**config.mk**
```make
export PLATFORM = sky130hd
export DESIGN_NAME = multdiv_sequencer_flat
export DESIGN_NICKNAME = d
export VERILOG_FILES = /design/src/rtl/multdiv_sequencer_if.sv /design/src/rtl/multdiv_sequencer.sv /design/src/flat_wrapper.sv
export SDC_FILE = /design/constraint.sdc
export NUM_CORES = 1
export LEC_CHECK = 0
export BUFFER_PORTS_ARGS = -buffer_cell sky130_fd_sc_hd__buf_2
export CAP_MARGIN = 25
export CORE_UTILIZATION = 60
export DETAILED_ROUTE_END_ITERATION = 10
export HOLD_SLACK_MARGIN = 0.06
export MAX_ROUTING_LAYER = met4
export PLACE_DENSITY = 0.83
export SYNTH_ARGS = -nofsm -noshare
export SYNTH_HDL_FRONTEND = slang
export SYNTH_SLANG_ARGS = --single-unit
```
**constraint.sdc**
```tcl
create_clock -name clock -period 8.5 [get_ports clock]
set_input_delay 2.55 -clock clock [delete_from_list [all_inputs] [get_ports clock]]
set_output_delay 2.55 -clock clock [all_outputs]
set_load 0.01 [all_outputs]
```
**src/rtl/multdiv_sequencer_if.sv**
```systemverilog
// Start/busy/done bus between execute and the multiply/divide sequencer.
// The master launches operations; the slave returns tagged results.
interface multdiv_sequencer_if #(
    parameter int WIDTH = 32,
    parameter int TAG_W = 5
);
    logic             start_mult;
    logic             start_div;
    logic [WIDTH-1:0] op_a;
    logic [WIDTH-1:0] op_b;
    logic [TAG_W-1:0] tag_in;
    logic             abort;
    logic             busy;
    logic             result_valid;
    logic [WIDTH-1:0] result;
    logic             exception;
    logic [TAG_W-1:0] tag_out;

    modport master (
        output start_mult, start_div, op_a, op_b, tag_in, abort,
        input  busy, result_valid, result, exception, tag_out
    );

    modport slave (
        input  start_mult, start_div, op_a, op_b, tag_in, abort,
        output busy, result_valid, result, exception, tag_out
    );
endinterface

```
**src/rtl/multdiv_sequencer.sv**
```systemverilog
// Iterative signed multiply/divide with start/busy/done and tag passthrough.
// MULTDIV_EARLY_OUT_EN: zero-operand multiplies/divides finish in one cycle.
module multdiv_sequencer #(
    parameter int WIDTH = 32,
    parameter int TAG_W = 5,
    parameter int STEPS = 1
) (
    input logic clock,
    input logic reset,
    multdiv_sequencer_if.slave bus
);
    localparam int ITER = WIDTH / STEPS;
    localparam int CW = $clog2(ITER + 1);
    localparam logic [CW-1:0] ITER_C = CW'(ITER);

    typedef enum logic [1:0] {IDLE, RUN, DONE} state_t;
    state_t state, state_d;

    logic             is_div, neg;
    logic [CW-1:0]    count;
    logic [WIDTH-1:0] hi, lo, dvs;
    logic [WIDTH-1:0] hi_d, lo_d;
    logic [WIDTH:0]   acc;
    logic [TAG_W-1:0] tag;
    logic [WIDTH-1:0] res;
    logic             exc;
    logic [TAG_W-1:0] tag_res;

    logic             load, step, fin;
    logic [WIDTH-1:0] fin_res;
    logic             fin_exc;
    logic [TAG_W-1:0] fin_tag;
    logic             one_start, zero_div, early;
    logic [2*WIDTH-1:0] sprod;
    logic [WIDTH-1:0] quo;
    logic             mul_ovf;

    function automatic logic [WIDTH-1:0] mag(input logic [WIDTH-1:0] v);
        return v[WIDTH-1] ? -v : v;
    endfunction

    // Both ops work on magnitudes; sign is applied once at the end.
    always_comb begin
        hi_d = hi;
        lo_d = lo;
        acc  = '0;
        for (int s = 0; s < STEPS; s++) begin
            if (is_div) begin
                acc  = {hi_d, lo_d[WIDTH-1]};
                lo_d = {lo_d[WIDTH-2:0], 1'b0};
                if (acc >= {1'b0, dvs}) begin
                    acc     = acc - {1'b0, dvs};
                    lo_d[0] = 1'b1;
                end
                hi_d = acc[WIDTH-1:0];
            end else begin
                acc  = {1'b0, hi_d} + (lo_d[0] ? {1'b0, dvs} : '0);
                lo_d = {acc[0], lo_d[WIDTH-1:1]};
                hi_d = acc[WIDTH:1];
            end
        end
    end

    assign sprod   = neg ? -{hi, lo} : {hi, lo};
    assign quo     = neg ? -lo : lo;
    assign mul_ovf = !((&sprod[2*WIDTH-1:WIDTH-1]) ||
                       !(|sprod[2*WIDTH-1:WIDTH-1]));

    always_ff @(posedge clock or negedge reset) begin
        if (!reset) state <= IDLE;
        else        state <= state_d;
    end

    always_comb begin
        state_d   = state;
        load      = 1'b0;
        step      = 1'b0;
        fin       = 1'b0;
        fin_res   = '0;
        fin_exc   = 1'b0;
        fin_tag   = bus.tag_in;
        one_start = bus.start_mult ^ bus.start_div;
        zero_div  = bus.start_div && (bus.op_b == '0);
`ifdef MULTDIV_EARLY_OUT_EN
        early = bus.start_mult
              ? (bus.op_a == '0 || bus.op_b == '0)
              : (bus.op_a == '0 && bus.op_b != '0);
`else
        early = 1'b0;
`endif
        unique case (state)
            IDLE: begin
                if (!bus.abort && one_start) begin
                    if (zero_div || early) begin
                        state_d = DONE;
                        fin     = 1'b1;
                        fin_exc = zero_div;
                    end else begin
                        state_d = RUN;
                        load    = 1'b1;
                    end
                end
            end
            RUN: begin
                if (bus.abort) begin
                    state_d = IDLE;
                end else if (count == '0) begin
                    state_d = DONE;
                    fin     = 1'b1;
                    fin_tag = tag;
                    fin_res = is_div ? quo : sprod[WIDTH-1:0];
                    fin_exc = is_div ? (!neg && lo[WIDTH-1]) : mul_ovf;
                end else begin
                    step = 1'b1;
                end
            end
            DONE:    state_d = IDLE;
            default: state_d = IDLE;
        endcase
    end

    always_ff @(posedge clock or negedge reset) begin
        if (!reset) begin
            is_div  <= 1'b0;
            neg     <= 1'b0;
            count   <= '0;
            hi      <= '0;
            lo      <= '0;
            dvs     <= '0;
            tag     <= '0;
            res     <= '0;
            exc     <= 1'b0;
            tag_res <= '0;
        end else begin
            if (load) begin
                is_div <= bus.start_div;
                neg    <= bus.op_a[WIDTH-1] ^ bus.op_b[WIDTH-1];
                count  <= ITER_C;
                hi     <= '0;
                lo     <= bus.start_div ? mag(bus.op_a) : mag(bus.op_b);
                dvs    <= bus.start_div ? mag(bus.op_b) : mag(bus.op_a);
                tag    <= bus.tag_in;
            end else if (step) begin
                hi    <= hi_d;
                lo    <= lo_d;
                count <= count - 1'b1;
            end
            if (fin) begin
                res     <= fin_res;
                exc     <= fin_exc;
                tag_res <= fin_tag;
            end
        end
    end

    assign bus.busy         = (state != IDLE);
    assign bus.result_valid = (state == DONE);
    assign bus.result       = res;
    assign bus.exception    = exc;
    assign bus.tag_out      = tag_res;
endmodule
```
**src/flat_wrapper.sv**
```systemverilog
// flat-port wrapper written by rule: the top's interface ports become plain ports
module multdiv_sequencer_flat 
#(
    parameter int WIDTH = 32,
    parameter int TAG_W = 5,
    parameter int STEPS = 1
)
  (clock, reset, bus_start_mult, bus_start_div, bus_op_a, bus_op_b, bus_tag_in, bus_abort, bus_busy, bus_result_valid, bus_result, bus_exception, bus_tag_out);
  multdiv_sequencer_if #(.WIDTH(WIDTH), .TAG_W(TAG_W)) bus_i ();
  input logic clock;
  input logic reset;
  input wire logic [$bits(bus_i.start_mult)-1:0] bus_start_mult;
  input wire logic [$bits(bus_i.start_div)-1:0] bus_start_div;
  input wire logic [$bits(bus_i.op_a)-1:0] bus_op_a;
  input wire logic [$bits(bus_i.op_b)-1:0] bus_op_b;
  input wire logic [$bits(bus_i.tag_in)-1:0] bus_tag_in;
  input wire logic [$bits(bus_i.abort)-1:0] bus_abort;
  output wire logic [$bits(bus_i.busy)-1:0] bus_busy;
  output wire logic [$bits(bus_i.result_valid)-1:0] bus_result_valid;
  output wire logic [$bits(bus_i.result)-1:0] bus_result;
  output wire logic [$bits(bus_i.exception)-1:0] bus_exception;
  output wire logic [$bits(bus_i.tag_out)-1:0] bus_tag_out;
  assign bus_i.start_mult = bus_start_mult;
  assign bus_i.start_div = bus_start_div;
  assign bus_i.op_a = bus_op_a;
  assign bus_i.op_b = bus_op_b;
  assign bus_i.tag_in = bus_tag_in;
  assign bus_i.abort = bus_abort;
  assign bus_busy = bus_i.busy;
  assign bus_result_valid = bus_i.result_valid;
  assign bus_result = bus_i.result;
  assign bus_exception = bus_i.exception;
  assign bus_tag_out = bus_i.tag_out;
  multdiv_sequencer #(.WIDTH(WIDTH), .TAG_W(TAG_W), .STEPS(STEPS)) u_core (.clock(clock), .reset(reset), .bus(bus_i));
endmodule
```
==> results of run 1 <==
==> kinds of logic (layout without fill, tap and decap cells) <==
| logic type | Yosys count | count (layout) |
|---|---|---|
| AOI/OAI and AO/OA | 557 | 557 |
| xor gates and xnor gates | 166 | 166 |
| adders and majority gates | 71 | 71 |
| buffers and inverters | 181 | 223 |
| DFF | 149 | 149 |
| muxes | 70 | 70 |
| and+or+nand+nor | 587 | 587 |
==> per-stage QoR <==
| step | power (uW) | area [um^2] | instances | utilization |
|---|---|---|---|---|
| after floorplan | 3770 | 14000 | 1781 | - |
| after global placement | 4660 | 14600 | 2103 | 0.642 |
| after detailed placement | 4730 | 14600 | 2103 | 0.642 |
| after CTS | 5510 | 15200 | 2135 | 0.668 |
| after global routing | 6000 | 15200 | 2136 | 0.669 |
| final | 5630 | 15200 | 2136 | 0.669 |
==> flip-flops by register name, indices dropped and copies added, names as in the netlist <==
name / count
u_core.tag: 5
u_core.bus.tag_out: 5
u_core.state: 2
u_core.neg: 1
u_core.hi: 32
u_core.lo: 32
u_core.dvs: 32
u_core.count: 6
u_core.is_div: 1
u_core.bus.result: 32
u_core.bus.exception: 1
==> metal layers <==
layer	track usage	up-vias	wire (um)
li1	-	6626	-
met1	0.564	6858	19800
met2	0.560	882	19500
met3	0.0808	104	5210
met4	0.150	0	1810
met5	-	-	0
==> cells in the mapped netlist, drive strengths merged (12+ instances only) <==
master / instances / share of area
a21oi: 77 / 0.027
o21ai: 184 / 0.066
o211ai: 36 / 0.019
nand4: 21 / 0.0094
mux2i: 61 / 0.044
inv: 63 / 0.017
a211oi: 12 / 0.0064
nand2: 203 / 0.054
dfrtp: 149 / 0.27
nor4: 24 / 0.011
nor2: 131 / 0.036
ha: 69 / 0.062
o41ai: 25 / 0.016
nand2b: 15 / 0.0067
buf: 26 / 0.010
nand3: 57 / 0.020
or4: 24 / 0.013
or3: 28 / 0.012
clkbuf: 91 / 0.024
a21o: 39 / 0.021
xnor2: 79 / 0.049
o221ai: 20 / 0.012
o31ai: 35 / 0.019
o21a: 15 / 0.0080
a31oi: 21 / 0.0094
xor2: 87 / 0.054
nor3: 32 / 0.011
==> final cells by class <==
class	count	area, um^2	share of cell area
clock buffers	17	425	0.0279
clock inverters	15	176	0.0116
inverters	64	240	0.0158
multi-input cells	1451	9590	0.629
flip-flops and latches	149	3730	0.245
well taps	313	392	0.0257
repair buffers	127	689	0.0452
==> power by group <==
group | internal [uW] | total (uW) | switching [uW]
Combinational | 1320 | 3400 | 2080
Sequential | 984 | 1450 | 465
Clock | 398 | 777 | 379
==> worst max path at each step <==
| stage | depth (start not counted) | end | startpoint |
|---|---|---|---|
| 2_1_floorplan | 10 | u_core.lo[27]$_DFFE_PN0P_ | bus_op_b[13] |
| 3_3_place_gp | 11 | u_core.lo[11]$_DFFE_PN0P_ | bus_op_b[13] |
| 3_5_place_dp | 11 | u_core.lo[11]$_DFFE_PN0P_ | bus_op_b[13] |
| 4_1_cts | 11 | u_core.lo[11]$_DFFE_PN0P_ | bus_op_b[13] |
| 5_1_grt | 11 | u_core.lo[11]$_DFFE_PN0P_ | bus_op_b[13] |
| 6_report | 11 | u_core.lo[11]$_DFFE_PN0P_ | bus_op_b[13] |
==> worst reg2reg max path: stages (launching register included) <==
cell,delay (ns)
sky130_fd_sc_hd__dfrtp_1,0.44
sky130_fd_sc_hd__clkinv_1,0.10
sky130_fd_sc_hd__buf_4,0.41
sky130_fd_sc_hd__nor2_1,0.11
sky130_fd_sc_hd__ha_1,0.23
sky130_fd_sc_hd__a21o_1,0.18
sky130_fd_sc_hd__a21o_1,0.19
sky130_fd_sc_hd__a2111oi_0,0.84
sky130_fd_sc_hd__a21oi_1,0.30
sky130_fd_sc_hd__and4_1,0.30
sky130_fd_sc_hd__a211oi_1,0.35
sky130_fd_sc_hd__o21ai_0,0.22
sky130_fd_sc_hd__a2111o_1,0.44
sky130_fd_sc_hd__a32o_1,0.22
==> flow_results.xml, run 1 <==
<?xml version="1.0" encoding="UTF-8"?>
<metrics>
  <group name="place">
    <metric name="numPortBuffers" unit="">113</metric>
    <metric name="hpwlAfterDp" unit="mm">34.6</metric>
    <metric name="pre_cts_slack" unit="ns">1.84</metric>
    <metric name="globalplace.congestion" unit="">1.02</metric>
  </group>
  <group name="detailed_routing">
    <metric name="drt_pass1_iterations" unit="">7</metric>
    <metric name="post_drt_wl_per_cell" unit="um">21.7</metric>
    <metric name="avgViaCountPerCell" unit="">6.77</metric>
    <metric name="drt.antenna.violating_nets" unit="">0</metric>
    <metric name="routed-via-count" unit="">14500</metric>
    <metric name="drc" unit="">0</metric>
    <metric name="final_routed_wirelength" unit="mm">46.3</metric>
    <metric name="initialDrtViolationCount" unit="">1664</metric>
  </group>
  <group name="logic_synthesis">
    <metric name="synth_top_family_by_area" unit="">compound AO/OA/AOI/OAI gates</metric>
    <metric name="synthCells" unit="">1781</metric>
    <metric name="yosysWarningCount" unit="">0</metric>
    <metric name="yosys.area_share.xor_xnor" unit="">0.104</metric>
    <metric name="post_synth.cell_area_avg" unit="um^2">7.88</metric>
    <metric name="post_synth_fa_ha_maj_area_fraction" unit="">0.0644</metric>
    <metric name="synth-main-ff-cell" unit="">sky130_fd_sc_hd__dfrtp_1</metric>
    <metric name="synth-async-reset-ratio" unit="">1.00</metric>
    <metric name="seq_area_frac_synth" unit="">0.266</metric>
    <metric name="post_synth_mux_area_share" unit="">0.0507</metric>
    <metric name="net_count_after_synthesis" unit="">1926</metric>
    <metric name="synth_area" unit="mm^2">0.0140</metric>
    <metric name="number_of_storage_elements_in_the_synthesis_netlist" unit="">149</metric>
    <metric name="post_synth_and_or_nand_nor_area_fraction" unit="">0.203</metric>
    <metric name="synth-compound-area-share" unit="">0.261</metric>
    <metric name="library_cells_used_by_synthesis" unit="">83</metric>
    <metric name="edff_count_synth" unit="">0</metric>
  </group>
  <group name="sta">
    <metric name="tightest_slew" unit="ns">1.03</metric>
    <metric name="slew_violations" unit="">0</metric>
    <metric name="period_minus_slack" unit="ns">6.28</metric>
    <metric name="setup_viol" unit="">0</metric>
    <metric name="post-route-period-util" unit="">0.739</metric>
    <metric name="final-hold-violation-count" unit="">0</metric>
    <metric name="grt_setup_unrepaired" unit="">no</metric>
    <metric name="finalClockSkew" unit="ns">0.0154</metric>
    <metric name="hold_slack" unit="ns">0.476</metric>
    <metric name="rel_slew_slack" unit="">0.310</metric>
    <metric name="final_critical_path_setup_slack" unit="ns">2.22</metric>
    <metric name="timing.fmax" unit="MHz">159</metric>
    <metric name="timing.setup.tns" unit="ns">0</metric>
  </group>
  <group name="global_route">
    <metric name="initial_antenna_violation_count" unit="">0</metric>
    <metric name="grt_max_degree" unit="">81</metric>
    <metric name="globalRoute.totalOverflow" unit="">0</metric>
    <metric name="total_routing_usage_reported_by_global_routing" unit="">0.399</metric>
    <metric name="grt_pass1_wl" unit="mm">72.4</metric>
    <metric name="first_global_vias" unit="">13000</metric>
  </group>
  <group name="clock_tree">
    <metric name="clk_path_buf_depth" unit="">2</metric>
    <metric name="clk_sinks" unit="">149</metric>
    <metric name="clock_insertion_delay_worst_skew" unit="ns">0.45</metric>
    <metric name="cts_bufs_inserted" unit="">17</metric>
    <metric name="total_setup_buffers_inserted_after_cts" unit="">0</metric>
    <metric name="cts_max_level" unit="">4</metric>
    <metric name="clock_tree_from_tritoncts" unit="">yes</metric>
    <metric name="clkTransAtPathRegs" unit="ns">0.07</metric>
    <metric name="hold_bufs_at_cts" unit="">0</metric>
    <metric name="cts_resized" unit="">0</metric>
    <metric name="clk_root_buffer_cell" unit="">sky130_fd_sc_hd__clkbuf_16</metric>
  </group>
  <group name="floorplan">
    <metric name="start_util" unit="">0.616</metric>
    <metric name="design.die.area" unit="mm^2">0.0240</metric>
    <metric name="number_of_ports_placed_on_the_die_boundary" unit="">114</metric>
    <metric name="placementRows" unit="">55</metric>
    <metric name="core_region_area" unit="mm^2">0.0228</metric>
    <metric name="die_height" unit="um">155</metric>
    <metric name="dieWidth" unit="um">155</metric>
  </group>
  <group name="power">
    <metric name="static-leakage-power" unit="uW">0.00680</metric>
    <metric name="ir_drop" unit="V">0.000226</metric>
    <metric name="power-per-cell-area" unit="mW/mm^2">369</metric>
  </group>
  <group name="worst_setup_path">
    <metric name="reg2reg_from" unit="">u_core.lo[0]$_DFFE_PN0P_</metric>
    <metric name="critical_path.reg2reg.endpoint" unit="">u_core.hi[31]$_DFFE_PN0P_</metric>
    <metric name="cp-end-kind" unit="">register</metric>
    <metric name="critical_path_buf_inv_count" unit="">2</metric>
    <metric name="timing.critical_path.arrival" unit="ns">6.57</metric>
    <metric name="r2r_slack" unit="ns">4.06</metric>
    <metric name="critical_path.max_fanout" unit="">44</metric>
    <metric name="timing.critical_path.max_delay_family" unit="">simple AND/OR/NAND/NOR gates</metric>
    <metric name="timing.setup.critical_path_class" unit="">in2reg</metric>
    <metric name="timing.critical_path.cells" unit="">buf_2 &gt; or4_4 &gt; or4_1 &gt; or4b_4 &gt; or4_1 &gt; or4_4 &gt; nand2b_2 &gt; buf_4 &gt; a211oi_1 &gt; a31oi_1 &gt; o21ai_0</metric>
    <metric name="worstSetupStartpointType" unit="">input pin</metric>
    <metric name="biggest_cell_delay_along_the_critical_path" unit="ns">0.56</metric>
    <metric name="critPathRequiredTime" unit="ns">8.79</metric>
    <metric name="slowest_stage" unit="">sky130_fd_sc_hd__or4_4</metric>
    <metric name="reg2reg_depth" unit="">13</metric>
  </group>
  <group name="finish">
    <metric name="layout_common_cells" unit="">sky130_fd_sc_hd__nand2_1 (202), sky130_fd_sc_hd__o21ai_0 (175), sky130_fd_sc_hd__dfrtp_1 (147)</metric>
    <metric name="layout_cells_sized_above_1" unit="">0.108</metric>
    <metric name="final_common_cell" unit="">sky130_fd_sc_hd__nand2_1</metric>
    <metric name="n_fill_cell" unit="">1924</metric>
    <metric name="area_growth_syn_to_layout" unit="%">8.63</metric>
    <metric name="antenna-diode-count" unit="">0</metric>
    <metric name="final_net_count" unit="">1955</metric>
  </group>
  <group name="outcome">
    <metric name="status" unit="">finished clean</metric>
  </group>
  <group name="hold_path">
    <metric name="hold_path_startpoint" unit="">u_core.bus.result[3]$_DFFE_PN0P_</metric>
    <metric name="timing.hold.worst_path_depth" unit="">2</metric>
    <metric name="min_delay_worst_endpoint" unit="">u_core.bus.result[3]$_DFFE_PN0P_</metric>
    <metric name="min-delay-path-class" unit="">reg2reg</metric>
  </group>
  <group name="job">
    <metric name="max_cap_viol_count" unit="">0</metric>
  </group>
</metrics>
No activity file was read; power rests on OpenSTA's default activity.
==> inputs of run 2 (changes only) <==
==> constraint.sdc (replaced) <==
create_clock -name clock -period 6.1 [get_ports clock]
set_input_delay 1.83 -clock clock [delete_from_list [all_inputs] [get_ports clock]]
set_output_delay 1.83 -clock clock [all_outputs]
set_load 0.01 [all_outputs]
==> run 2 against run 1 <==
Combinational power is 39% higher. Die area did not move. Global-route usage fell by 0.64 points. Clock skew is 0.0055 ns lower. Via count decreased by 0.79%. Largest cell class unchanged.
==> flow_results.xml, run 2 (synthesized netlist as in run 1, its figures left out) <==
<?xml version="1.0" encoding="UTF-8"?>
<metrics>
  <group name="outcome">
    <metric name="status" unit="">finished clean</metric>
  </group>
  <group name="finish">
    <metric name="n_fill_cell" unit="">1919</metric>
    <metric name="total_area_of_multi_input_combinational_cells" unit="mm^2">0.00959</metric>
    <metric name="sequential_cell_area" unit="mm^2">0.00373</metric>
    <metric name="final_common_cell" unit="">sky130_fd_sc_hd__nand2_1</metric>
    <metric name="layout_cells_sized_above_1" unit="">0.112</metric>
    <metric name="count_of_placed_standard_cells_in_the_final_layout_fillers_left_out" unit="">2145</metric>
    <metric name="final_net_count" unit="">1963</metric>
    <metric name="area_growth_syn_to_layout" unit="%">9.18</metric>
    <metric name="layout_common_cells" unit="">sky130_fd_sc_hd__nand2_1 (202), sky130_fd_sc_hd__o21ai_0 (175), sky130_fd_sc_hd__dfrtp_1 (147)</metric>
    <metric name="final_non_filler_cell_area" unit="mm^2">0.0153</metric>
  </group>
  <group name="sta">
    <metric name="post-route-period-util" unit="">0.850</metric>
    <metric name="finalClockSkew" unit="ns">0.00983</metric>
    <metric name="setup_viol" unit="">0</metric>
    <metric name="final-hold-violation-count" unit="">0</metric>
    <metric name="timing.setup.tns" unit="ns">0</metric>
    <metric name="timing.fmax" unit="MHz">193</metric>
    <metric name="grt_setup_unrepaired" unit="">no</metric>
    <metric name="tightest_slew" unit="ns">1.01</metric>
    <metric name="rel_slew_slack" unit="">0.326</metric>
    <metric name="final_critical_path_setup_slack" unit="ns">0.917</metric>
    <metric name="period_minus_slack" unit="ns">5.18</metric>
    <metric name="slew_violations" unit="">0</metric>
  </group>
  <group name="place">
    <metric name="numPortBuffers" unit="">113</metric>
    <metric name="pre_cts_slack" unit="ns">0.563</metric>
    <metric name="placedCellCount" unit="">2111</metric>
    <metric name="hpwlAfterDp" unit="mm">34.3</metric>
    <metric name="globalplace.congestion" unit="">1.04</metric>
    <metric name="placed_area" unit="mm^2">0.0147</metric>
  </group>
  <group name="job">
    <metric name="max_cap_viol_count" unit="">0</metric>
  </group>
  <group name="global_route">
    <metric name="globalRoute.totalOverflow" unit="">0</metric>
    <metric name="grt_pass1_wl" unit="mm">71.7</metric>
    <metric name="grt_max_degree" unit="">113</metric>
    <metric name="total_routing_usage_reported_by_global_routing" unit="">0.393</metric>
    <metric name="initial_antenna_violation_count" unit="">1</metric>
    <metric name="first_global_vias" unit="">13100</metric>
  </group>
  <group name="floorplan">
    <metric name="placementRows" unit="">55</metric>
    <metric name="dieWidth" unit="um">155</metric>
    <metric name="number_of_ports_placed_on_the_die_boundary" unit="">114</metric>
    <metric name="design.die.area" unit="mm^2">0.0240</metric>
    <metric name="start_util" unit="">0.616</metric>
    <metric name="die_height" unit="um">155</metric>
    <metric name="core_region_area" unit="mm^2">0.0228</metric>
  </group>
  <group name="clock_tree">
    <metric name="cts_resized" unit="">0</metric>
    <metric name="clk_sinks" unit="">149</metric>
    <metric name="clkTransAtPathRegs" unit="ns">0.07</metric>
    <metric name="clk_path_buf_depth" unit="">2</metric>
    <metric name="clock_tree_from_tritoncts" unit="">yes</metric>
    <metric name="hold_bufs_at_cts" unit="">0</metric>
    <metric name="cts_bufs_inserted" unit="">17</metric>
    <metric name="cts_max_level" unit="">4</metric>
    <metric name="clk_root_buffer_cell" unit="">sky130_fd_sc_hd__clkbuf_16</metric>
    <metric name="total_setup_buffers_inserted_after_cts" unit="">0</metric>
    <metric name="clock_insertion_delay_worst_skew" unit="ns">0.44</metric>
  </group>
  <group name="worst_setup_path">
    <metric name="cp-end-kind" unit="">register</metric>
    <metric name="timing.critical_path.arrival" unit="ns">5.50</metric>
    <metric name="worstSetupStartpointType" unit="">input pin</metric>
    <metric name="critical_path.max_fanout" unit="">43</metric>
    <metric name="timing.setup.critical_path_class" unit="">in2reg</metric>
    <metric name="critPathRequiredTime" unit="ns">6.42</metric>
  </group>
  <group name="detailed_routing">
    <metric name="final_routed_wirelength" unit="mm">45.5</metric>
    <metric name="avgViaCountPerCell" unit="">6.69</metric>
    <metric name="drt_pass1_iterations" unit="">6</metric>
    <metric name="drt.antenna.violating_nets" unit="">0</metric>
    <metric name="drc" unit="">0</metric>
    <metric name="post_drt_wl_per_cell" unit="um">21.2</metric>
    <metric name="routed-via-count" unit="">14400</metric>
    <metric name="initialDrtViolationCount" unit="">1662</metric>
  </group>
  <group name="hold_path">
    <metric name="min-delay-path-class" unit="">reg2reg</metric>
  </group>
  <group name="power">
    <metric name="ir_drop" unit="V">0.000237</metric>
    <metric name="static-leakage-power" unit="uW">0.00685</metric>
    <metric name="power-per-cell-area" unit="mW/mm^2">511</metric>
  </group>
</metrics>
## run 2: cell type report
class                           count  share of cell area
Tap cell                          313              0.0256
Timing Repair Buffer              135              0.0494
Multi-Input combinational cell   1451               0.626
Antenna cell                        1            0.000163
Clock buffer                       17              0.0278
Inverter                           64              0.0157
Clock inverter                     15              0.0120
Sequential cell                   149               0.244
## run 2: power breakdown
| group | total, uW | switching (uW) | leakage (uW) | internal (uW) |
|---|---|---|---|---|
| clock network | 1070 | 509 | 0.000298 | 557 |
| registers | 2050 | 675 | 0.00191 | 1370 |
| logic | 4720 | 2870 | 0.00465 | 1850 |
| total | 7830 | 4050 | 0.00685 | 3780 |
## run 2: per-stage QoR
stage	utilization	total power, uW	hold WS (ns)
finish	0.673	7830	0.474
global route	0.673	8370	0.491
CTS	0.671	7690	0.480
detailed placement	0.644	6600	0.465
global placement	0.644	6490	0.457
floorplan	-	5260	0.445
## run 2: path summary, 6_finish.rpt
path,from,endpoint,slack (ns),depth (start not counted)
max,bus_op_b[13],u_core.lo[8]$_DFFE_PN0P_,0.92,11
min,u_core.bus.result[29]$_DFFE_PN0P_,u_core.bus.result[29]$_DFFE_PN0P_,0.47,2
max reg2reg,u_core.lo[7]$_DFFE_PN0P_,u_core.bus.exception$_DFFE_PN0P_,1.61,9
min reg2reg,u_core.bus.result[29]$_DFFE_PN0P_,u_core.bus.result[29]$_DFFE_PN0P_,0.47,2
max in group asynchronous,reset,u_core.neg$_DFFE_PN0P_,3.79,2
min in group asynchronous,reset,u_core.hi[30]$_DFFE_PN0P_,1.34,1
## run 2: routing by layer
| metal | wire [um] | global-route usage | part of all wire |
|---|---|---|---|
| met5 | 0 | - | 0 |
| met3 | 4580 | 0.0836 | 0.10 |
| met2 | 19800 | 0.571 | 0.44 |
| met4 | 1820 | 0.165 | 0.040 |
| met1 | 19200 | 0.529 | 0.42 |
## run 2: critical path, cell delays in order
cell	delay [ns]
sky130_fd_sc_hd__buf_2	0.13
sky130_fd_sc_hd__or4_4	0.56
sky130_fd_sc_hd__or4_1	0.46
sky130_fd_sc_hd__or4b_4	0.54
sky130_fd_sc_hd__or4_1	0.45
sky130_fd_sc_hd__or4_4	0.48
sky130_fd_sc_hd__nor2b_4	0.22
sky130_fd_sc_hd__buf_4	0.32
sky130_fd_sc_hd__nand2_1	0.18
sky130_fd_sc_hd__nor2_1	0.07
sky130_fd_sc_hd__a211o_1	0.24
==> inputs of run 3 (changes only) <==
==> constraint.sdc (replaced) <==
create_clock -name clock -period 5 [get_ports clock]
set_input_delay 1.5 -clock clock [delete_from_list [all_inputs] [get_ports clock]]
set_output_delay 1.5 -clock clock [all_outputs]
set_load 0.01 [all_outputs]
==> run 3 against run 2 <==
Setup slack got worse by 0.43 ns. Largest cell class unchanged. First-iteration DRC count decreased by 1.2%. Sequential power increased by 19%.
==> flow_results.xml, run 3 (synthesized netlist as in run 1, its figures left out) <==
<?xml version="1.0" encoding="UTF-8"?>
<metrics>
  <group name="finish">
    <metric name="layout_common_cells" unit="">sky130_fd_sc_hd__nand2_1 (202), sky130_fd_sc_hd__o21ai_0 (175), sky130_fd_sc_hd__dfrtp_1 (147)</metric>
    <metric name="final_net_count" unit="">1984</metric>
    <metric name="antenna-diode-count" unit="">0</metric>
    <metric name="layout_cells_sized_above_1" unit="">0.122</metric>
    <metric name="area_growth_syn_to_layout" unit="%">10.4</metric>
    <metric name="final_common_cell" unit="">sky130_fd_sc_hd__nand2_1</metric>
    <metric name="count_of_placed_standard_cells_in_the_final_layout_fillers_left_out" unit="">2165</metric>
  </group>
  <group name="global_route">
    <metric name="globalRoute.totalOverflow" unit="">0</metric>
    <metric name="grt_max_degree" unit="">79</metric>
    <metric name="grt_pass1_wl" unit="mm">71.1</metric>
    <metric name="total_routing_usage_reported_by_global_routing" unit="">0.389</metric>
    <metric name="initial_antenna_violation_count" unit="">0</metric>
    <metric name="first_global_vias" unit="">13200</metric>
  </group>
  <group name="clock_tree">
    <metric name="cts_max_level" unit="">4</metric>
    <metric name="clock_insertion_delay_worst_skew" unit="ns">0.44</metric>
    <metric name="clk_path_buf_depth" unit="">2</metric>
    <metric name="cts_resized" unit="">0</metric>
    <metric name="total_setup_buffers_inserted_after_cts" unit="">0</metric>
    <metric name="clock_tree_from_tritoncts" unit="">yes</metric>
    <metric name="cts_bufs_inserted" unit="">17</metric>
    <metric name="clk_sinks" unit="">149</metric>
    <metric name="clkTransAtPathRegs" unit="ns">0.06</metric>
    <metric name="clk_root_buffer_cell" unit="">sky130_fd_sc_hd__clkbuf_16</metric>
    <metric name="hold_bufs_at_cts" unit="">0</metric>
  </group>
  <group name="power">
    <metric name="power-per-cell-area" unit="mW/mm^2">621</metric>
    <metric name="static-leakage-power" unit="uW">0.00696</metric>
    <metric name="ir_drop" unit="V">0.000343</metric>
  </group>
  <group name="detailed_routing">
    <metric name="post_drt_wl_per_cell" unit="um">20.9</metric>
    <metric name="drc" unit="">0</metric>
    <metric name="avgViaCountPerCell" unit="">6.66</metric>
    <metric name="initialDrtViolationCount" unit="">1642</metric>
    <metric name="drt.antenna.violating_nets" unit="">0</metric>
    <metric name="route.top_layer_used" unit="">met4</metric>
    <metric name="final_routed_wirelength" unit="mm">45.2</metric>
    <metric name="met3_wirelength" unit="mm">4.94</metric>
    <metric name="drt_pass1_iterations" unit="">8</metric>
    <metric name="wl_met2" unit="mm">19.2</metric>
    <metric name="routed-via-count" unit="">14400</metric>
    <metric name="wl_met1" unit="mm">18.9</metric>
  </group>
  <group name="sta">
    <metric name="period_minus_slack" unit="ns">4.51</metric>
    <metric name="timing.fmax" unit="MHz">222</metric>
    <metric name="slew_violations" unit="">0</metric>
    <metric name="grt_setup_unrepaired" unit="">no</metric>
    <metric name="final_critical_path_setup_slack" unit="ns">0.491</metric>
    <metric name="timing.setup.tns" unit="ns">0</metric>
    <metric name="tightest_slew" unit="ns">0.955</metric>
    <metric name="final-hold-violation-count" unit="">0</metric>
    <metric name="post-route-period-util" unit="">0.902</metric>
    <metric name="finalClockSkew" unit="ns">0.0116</metric>
    <metric name="rel_slew_slack" unit="">0.363</metric>
    <metric name="setup_viol" unit="">0</metric>
  </group>
  <group name="floorplan">
    <metric name="start_util" unit="">0.616</metric>
    <metric name="design.die.area" unit="mm^2">0.0240</metric>
    <metric name="core_region_area" unit="mm^2">0.0228</metric>
    <metric name="dieWidth" unit="um">155</metric>
    <metric name="placementRows" unit="">55</metric>
    <metric name="number_of_ports_placed_on_the_die_boundary" unit="">114</metric>
    <metric name="die_height" unit="um">155</metric>
  </group>
  <group name="worst_setup_path">
    <metric name="worstSetupStartpointType" unit="">input pin</metric>
    <metric name="timing.critical_path.arrival" unit="ns">4.82</metric>
    <metric name="critical_path.max_fanout" unit="">9</metric>
    <metric name="cp-end-kind" unit="">register</metric>
    <metric name="critPathRequiredTime" unit="ns">5.31</metric>
    <metric name="timing.setup.critical_path_class" unit="">in2reg</metric>
  </group>
  <group name="job">
    <metric name="max_cap_viol_count" unit="">0</metric>
  </group>
  <group name="hold_path">
    <metric name="min-delay-path-class" unit="">reg2reg</metric>
  </group>
  <group name="place">
    <metric name="globalplace.congestion" unit="">1.01</metric>
    <metric name="placedCellCount" unit="">2133</metric>
    <metric name="pre_cts_slack" unit="ns">0.0892</metric>
    <metric name="numPortBuffers" unit="">113</metric>
    <metric name="hpwlAfterDp" unit="mm">34.6</metric>
  </group>
  <group name="outcome">
    <metric name="status" unit="">finished clean</metric>
  </group>
</metrics>
[run 3: final cells by class]
| class | count | area [um^2] |
|---|---|---|
| multi-input combinational | 1451 | 9590 |
| fill | 1883 | 7290 |
| timing repair buffer | 156 | 945 |
| sequential | 149 | 3730 |
| clock buffer | 17 | 425 |
| inverter | 64 | 240 |
| clock inverter | 15 | 166 |
| tap | 313 | 392 |
[run 3: routing by layer]
| layer | GRT usage | vias to the layer above |
|---|---|---|
| met5 | - | - |
| li1 | - | 6673 |
| met4 | 0.190 | 0 |
| met1 | 0.521 | 6796 |
| met2 | 0.561 | 823 |
| met3 | 0.0766 | 132 |
[run 3: power breakdown]
group / switching [uW] / leakage, uW / internal [uW] / total (uW)
combinational: 3550 / 0.00476 / 2300 / 5850
sequential: 770 / 0.00191 / 1670 / 2440
clock: 568 / 0.000287 / 747 / 1320
[run 3: worst max-delay path, cell delays in order]
cell and delay (ns):
sky130_fd_sc_hd__buf_2 0.13, sky130_fd_sc_hd__or4_4 0.51, sky130_fd_sc_hd__or4_1 0.45, sky130_fd_sc_hd__or4b_4 0.51, sky130_fd_sc_hd__or4_1 0.48, sky130_fd_sc_hd__or4_4 0.49
sky130_fd_sc_hd__nand2b_2 0.15, sky130_fd_sc_hd__nor2_1 0.18, sky130_fd_sc_hd__a221o_1 0.42
[run 3: path summary, 6_finish.rpt]
kind,startpoint,endpoint,slack (ns),cells past startpoint
setup / recovery,bus_op_b[14],u_core.lo[16]$_DFFE_PN0P_,0.49,9
hold / removal,u_core.tag[1]$_DFFE_PN0P_,u_core.tag[1]$_DFFE_PN0P_,0.48,2
setup reg to reg,u_core.lo[19]$_DFFE_PN0P_,u_core.bus.exception$_DFFE_PN0P_,0.74,8
hold reg to reg,u_core.tag[1]$_DFFE_PN0P_,u_core.tag[1]$_DFFE_PN0P_,0.48,2
max in group asynchronous,reset,u_core.neg$_DFFE_PN0P_,3.04,2
min in group asynchronous,reset,u_core.tag[3]$_DFFE_PN0P_,1.09,1
[run 3: per-stage QoR]
step                       util  instance area (um^2)  total power, uW  hold WS (ns)
after global routing      0.680                 15500            10200         0.506
after floorplan               -                 14000             6420         0.445
after global placement    0.654                 14900             7990         0.456
after detailed placement  0.654                 14900             8100         0.463
final                     0.680                 15500             9610         0.476
after CTS                 0.680                 15500             9440         0.478
